--- src/rtl/laser_paced_tx.sv ---
// ============================================================================
// Module   : laser_paced_tx
// Brief    : Dual-lane paced laser transmitter. It serialises byte pairs as start/8-data/stop frames.
//            Optional macro LASER_TX_PARITY_EN adds an even-parity bit per lane.
// Revision : 1.0
// ============================================================================
`default_nettype none

module laser_paced_tx #(
    parameter int CLKS_PER_BIT = 8,
    parameter int GAP_BITS     = 1
) (
    input  logic       clock,
    input  logic       reset,
    input  logic       in_valid,
    output logic       in_ready,
    input  logic [7:0] in_data1,
    input  logic [7:0] in_data2,
    input  logic       en,
    output logic [1:0] laser1_out,
    output logic [1:0] laser2_out,
    output logic       busy,
    output logic       done
);

    localparam int            c_TW       = (CLKS_PER_BIT > 1) ? $clog2(CLKS_PER_BIT) : 1;
    localparam logic [c_TW-1:0] c_TMAX   = c_TW'(CLKS_PER_BIT - 1);
    localparam logic [c_TW-1:0] c_TDONE  = c_TW'(CLKS_PER_BIT - 2);
    localparam logic [3:0]    c_GAP_LAST = 4'(GAP_BITS - 1);

    typedef enum logic [2:0] {
        S_IDLE   = 3'd0,
        S_START  = 3'd1,
        S_DATA   = 3'd2,
        S_PARITY = 3'd3,
        S_STOP   = 3'd4,
        S_GAP    = 3'd5
    } state_t;

    state_t          r_state;
    logic [c_TW-1:0] r_timer;
    logic [2:0]      r_idx;
    logic [3:0]      r_gap;
    logic [7:0]      r_sh1;
    logic [7:0]      r_sh2;
    logic [7:0]      r_buf1;
    logic [7:0]      r_buf2;
    logic            r_full;
    logic            r_live;
    logic            r_bit1;
    logic            r_bit2;
    logic            r_done;
`ifdef LASER_TX_PARITY_EN
    logic            r_par1;
    logic            r_par2;
`endif

    logic w_tick;
    logic w_accept;

    assign w_tick   = (r_timer == c_TMAX);
    // r_live keeps in_ready low until the first edge after reset releases
    assign in_ready = r_live & ~r_full;
    assign w_accept = in_valid & in_ready;

    always_ff @(posedge clock or posedge reset) begin
        if (reset) begin
            r_state <= S_IDLE;
            r_timer <= '0;
            r_idx   <= '0;
            r_gap   <= '0;
            r_sh1   <= '0;
            r_sh2   <= '0;
            r_buf1  <= '0;
            r_buf2  <= '0;
            r_full  <= 1'b0;
            r_live  <= 1'b0;
            r_bit1  <= 1'b0;
            r_bit2  <= 1'b0;
            r_done  <= 1'b0;
`ifdef LASER_TX_PARITY_EN
            r_par1  <= 1'b0;
            r_par2  <= 1'b0;
`endif
        end else begin
            r_live <= 1'b1;
            r_done <= 1'b0;

            if (w_accept) begin
                r_full <= 1'b1;
                r_buf1 <= in_data1;
                r_buf2 <= in_data2;
            end

            if (r_state == S_IDLE || w_tick) begin
                r_timer <= '0;
            end else begin
                r_timer <= r_timer + 1'b1;
            end

            case (r_state)
                S_IDLE: begin
                    if (r_full) begin
                        r_full  <= 1'b0;
                        r_sh1   <= r_buf1;
                        r_sh2   <= r_buf2;
`ifdef LASER_TX_PARITY_EN
                        r_par1  <= ^r_buf1;
                        r_par2  <= ^r_buf2;
`endif
                        r_bit1  <= 1'b1;
                        r_bit2  <= 1'b1;
                        r_state <= S_START;
                    end
                end
                S_START: begin
                    if (w_tick) begin
                        r_idx   <= '0;
                        r_bit1  <= r_sh1[0];
                        r_bit2  <= r_sh2[0];
                        r_state <= S_DATA;
                    end
                end
                S_DATA: begin
                    if (w_tick) begin
                        r_sh1 <= r_sh1 >> 1;
                        r_sh2 <= r_sh2 >> 1;
                        r_idx <= r_idx + 3'd1;
                        if (r_idx == 3'd7) begin
`ifdef LASER_TX_PARITY_EN
                            r_bit1  <= r_par1;
                            r_bit2  <= r_par2;
                            r_state <= S_PARITY;
`else
                            r_bit1  <= 1'b0;
                            r_bit2  <= 1'b0;
                            r_state <= S_STOP;
`endif
                        end else begin
                            r_bit1 <= r_sh1[1];
                            r_bit2 <= r_sh2[1];
                        end
                    end
                end
`ifdef LASER_TX_PARITY_EN
                S_PARITY: begin
                    if (w_tick) begin
                        r_bit1  <= 1'b0;
                        r_bit2  <= 1'b0;
                        r_state <= S_STOP;
                    end
                end
`endif
                S_STOP: begin
                    // Registered, so it is raised one clock early to land on the last STOP clock
                    if (r_timer == c_TDONE) begin
                        r_done <= 1'b1;
                    end
                    if (w_tick) begin
                        r_gap   <= '0;
                        r_state <= (GAP_BITS == 0) ? S_IDLE : S_GAP;
                    end
                end
                S_GAP: begin
                    if (w_tick) begin
                        if (r_gap == c_GAP_LAST) begin
                            r_state <= S_IDLE;
                        end else begin
                            r_gap <= r_gap + 4'd1;
                        end
                    end
                end
                default: r_state <= S_IDLE;
            endcase
        end
    end

    assign laser1_out = {r_bit1 & en, en};
    assign laser2_out = {r_bit2 & en, en};
    assign busy       = (r_state != S_IDLE);
    assign done       = r_done;

endmodule

`default_nettype wire

--- config.mk ---
export PLATFORM = sky130hd
export DESIGN_NAME = laser_paced_tx
export DESIGN_NICKNAME = d
export VERILOG_FILES = /design/src/rtl/laser_paced_tx.sv
export SDC_FILE = /design/constraint.sdc
export NUM_CORES = 1
export LEC_CHECK = 0
export ABC_CLOCK_PERIOD_IN_PS = 2300
export CAP_MARGIN = 25
export CORE_MARGIN = 5
export CORE_UTILIZATION = 35
export CTS_BUF_LIST = sky130_fd_sc_hd__clkbuf_8 sky130_fd_sc_hd__clkbuf_16
export CTS_CLUSTER_SIZE = 28
export DETAILED_ROUTE_END_ITERATION = 12
export DONT_BUFFER_PORTS = 1
export GPL_TIMING_DRIVEN = 0
export PLACE_DENSITY = 0.49
export SYNTH_ARGS = -nofsm -noshare
export SYNTH_HDL_FRONTEND = slang
export SYNTH_SLANG_ARGS = --single-unit
export TNS_END_PERCENT = 30
--- constraint.sdc ---
create_clock -name clock -period 2.3 [get_ports clock]
set_input_delay 0.23 -clock clock [delete_from_list [all_inputs] [get_ports clock]]
set_output_delay 0.23 -clock clock [all_outputs]
set_load 0.01 [all_outputs]
==> summary.txt <==
Outcome
  – Status: finished clean

Route
  – Antenna Nets Post-Route: 0
  – Routed WL: 4.365 mm
  – Pre-Repair DR Iteration Count: 4
  – Vias: ~1.5k
  – Routed vias/inst: roughly 5
  – DR WL/cell: 14.65 microns
  – DRC: 0
  – 1st-iter DRT viols: 57

Timing
  – Final Hold Fails: 0
  – WHS: roughly 0.069 ns
  – Min Tclk post-route: between 2 and 2.5 ns
  – Slew Limit Fails: 0
  – Final worst slack: 0.2128 ns
  – Period Utilization, post-route: 90.75%
  – Setup violators final: 0
  – Clock Skew: between 0.001 and 0.0015 ns
  – RSZ-0062 raised after global routing: no
  – Final TNS setup: 0 ns
  – Peak Freq: around 480 MHz

Power and ir drop
  – Pwr Density: ~700 mW/mm^2
  – Final Total Pwr: ~1.8 mW
  – Peak VDD IR: a little under 0.0003 V
  – Static Leakage: 1.232 nW

Clock tree
  – Root buf cell: clkbuf_8
  – Postcts setup bufs: 0
  – Sink Count: 50
  – Htree depth: 2
  – PostCTS Resize Cnt: 0
  – Worst-Skew Late Latency: 0.30 ns
  – CTS clk-pin slew, worst paths: around 0.090 ns
  – CTS Buf Count: 5
  – CTS max path bufs: 2
  – CTS tree: built

Synth
  – Post-synthesis cell area: 0.002355 sq mm
  – Avg Synthesized Cell Area: approximately 11 sq um
  – Seq cells post-synth: 50
  – Sequential fraction of the synthesis area: a little over half
  – Syn Inst Count: roughly 210
  – Distinct cell type count after synthesis: 39
  – YS warnings: 0
  – Synth Net Count: ~240

Worst setup path
  – Critical path type: flop to flop
  – Startpoint types: flop
  – Reg2Reg Setup Slack: ~0.21 ns
  – Reg2reg end: r_sh1[4]$_DFFE_PP0P_
  – CP Max Fanout: 10
  – RR Startpoint: r_timer[0]$_DFF_PP0_
  – R2R cell count: 7
  – CP Capture Type: flop
  – Crit path DAT: about 2.3 ns
  – Worst Path Required: around 2.5 ns

Placement
  – Placer congestion estimate: roughly 0.75
  – PortBufs: 0
  – Post-place setup slack: 0.1648 ns
  – HPWL Detailed: 3.103 mm

Final layout
  – Final layout net count: around 250
  – Most common cell after layout, fill and taps aside: dfrtp_1
  – Diode count: 0
  – Most frequent cells in the layout: 50 x dfrtp_1, 22 x nand2_1, 19 x o21ai_0
  – Layout Area Growth over Synthesis: 9.246%
  – Filler cell count: approximately 620
  – Fraction of layout cells with a size suffix above 1: 17.65%

Global routing
  – Pin count of the biggest net entering global routing: 37
  – First-pass GRT wire length: between 7 and 8 mm
  – Gr ovfl total: 0
  – Initial antenna violation count: 0
  – Vias in the first global route: ~1.6k
  – GRT Util Overall: approximately 11%

Die
  – FP Rows: 29
  – Die W: just over 90 microns
  – Die Span Y: between 90 and 100 microns
  – Initial Utilization: between 30% and 40%
  – Core Area: around 0.0065 sq mm
  – Die area: 0.008469 sq mm
  – # IOs: 27

Min path
  – Hold path cells: 1
  – Hold wc startpoint: in_data2[3]
  – Worst Hold Class: input pin to flop
  – End of the worst hold path: r_buf2[3]$_DFFE_PP0P_

Run
  – Max_cap viols: 0
worst max path at each step:
stage	end	from	slack (ns)
2_1_floorplan	r_bit1$_DFFE_PP0P_	r_timer[0]$_DFF_PP0_	0.50
3_3_place_gp	r_buf2[0]$_DFFE_PP0P_	reset	0.17
3_5_place_dp	r_sh1[4]$_DFFE_PP0P_	r_timer[0]$_DFF_PP0_	0.16
4_1_cts	r_sh1[4]$_DFFE_PP0P_	r_timer[0]$_DFF_PP0_	0.15
5_1_grt	r_sh2[4]$_DFFE_PP0P_	r_timer[0]$_DFF_PP0_	0.01
6_report	r_sh1[4]$_DFFE_PP0P_	r_timer[0]$_DFF_PP0_	0.21
worst max-delay path, cell delays in order (launching register included):
cell      delay (ns)
dfrtp_1         0.41
ha_1            0.21
ha_1            0.17
buf_2           0.18
and2_1          0.17
o21ai_1         0.27
clkbuf_1        0.38
o21ai_0         0.17
sequential cells by signal, indices dropped and copies added (netlist names), 3 cells and up:
| signal | count |
|---|---|
| r_sh2 | 8 |
| r_idx | 3 |
| r_state | 3 |
| r_buf2 | 8 |
| r_sh1 | 8 |
| r_gap | 4 |
| r_buf1 | 8 |
| r_timer | 3 |
power by group:
part	leakage [nW]	internal (mW)	switching (mW)
clock	0.0524	0.239	0.289
sequential	0.643	1.01	0.0687
combinational	0.537	0.108	0.0550
total	1.23	1.35	0.412
synthesized netlist by cell type (all sizes together):
master	instances	area, sq um
dfrtp	50	1251
o21ai	24	120.1
nand2	22	82.58
mux2	19	214.0
mux2i	16	160.2
buf	10	62.55
inv	10	40.04
ha	7	87.58
a21oi	6	33.78
nor2	6	30.03
nand2b	5	33.78
nor2b	5	31.28
nor3	4	20.02
and2	3	18.77
o22ai	3	18.77
o2bb2ai	3	26.28
a22oi	2	15.01
a31oi	2	12.51
clkbuf	2	7.510
nand3	2	10.01
a211oi	1	7.510
a2bb2oi	1	8.760
and2b	1	7.510
and3	1	6.260
conb	1	3.750
nand4b	1	8.760
nor3b	1	7.510
o22a	1	8.760
o32ai	1	8.760
or3	1	11.26
cell families (layout without fill, tap and decap cells):
group | count (synthesis) | after routing | share of synthesized area (%)
flip-flops | 50 | 50 | 53.13
AND/OR/NAND/NOR | 52 | 52 | 11.37
adder cells (fa/ha/maj) | 7 | 7 | 3.719
other | 1 | 1 | 0.1593
AO/OA/AOI/OAI | 44 | 44 | 11.05
multiplexers | 35 | 35 | 15.89
buffers and inverters | 22 | 32 | 4.676
per-stage QoR:
stage	cell area [sq um]	instances	util, %
6_report	2572	298	39.83
5_1_grt	2572	298	39.83
4_1_cts	2572	298	39.83
3_5_place_dp	2471	289	38.26
3_3_place_gp	2451	288	37.95
2_1_floorplan	2355	211	-
final cells by class:
cell class              instances  area, sq um  share of cell area (%)
inverters                      10        40.04                   1.556
clock inverters                 2        8.758                  0.3405
well taps                      77        96.34                   3.745
repair buffers                  2        30.03                   1.167
clock buffers                   6        82.58                   3.210
flip-flops and latches         50         1251                   48.64
plain buffers                  12        70.07                   2.724
multi-input cells             139        993.5                   38.62
per-layer routing:
layer  track usage [%]  wire, microns  up-vias
met1             16.40           2274      733
met4             4.827             80        0
met2             16.12           1788       32
li1                  -              -      748
met3             3.273            221        8
met5                 0              0        -
repair_timing:
item / in CTS / in global routing
endpoints found under the setup margin: 0 / 0
hold endpoints to repair: 14 / 0
hold buffers: 1 / 0
Note: power is estimated with default switching activity, not from simulation.
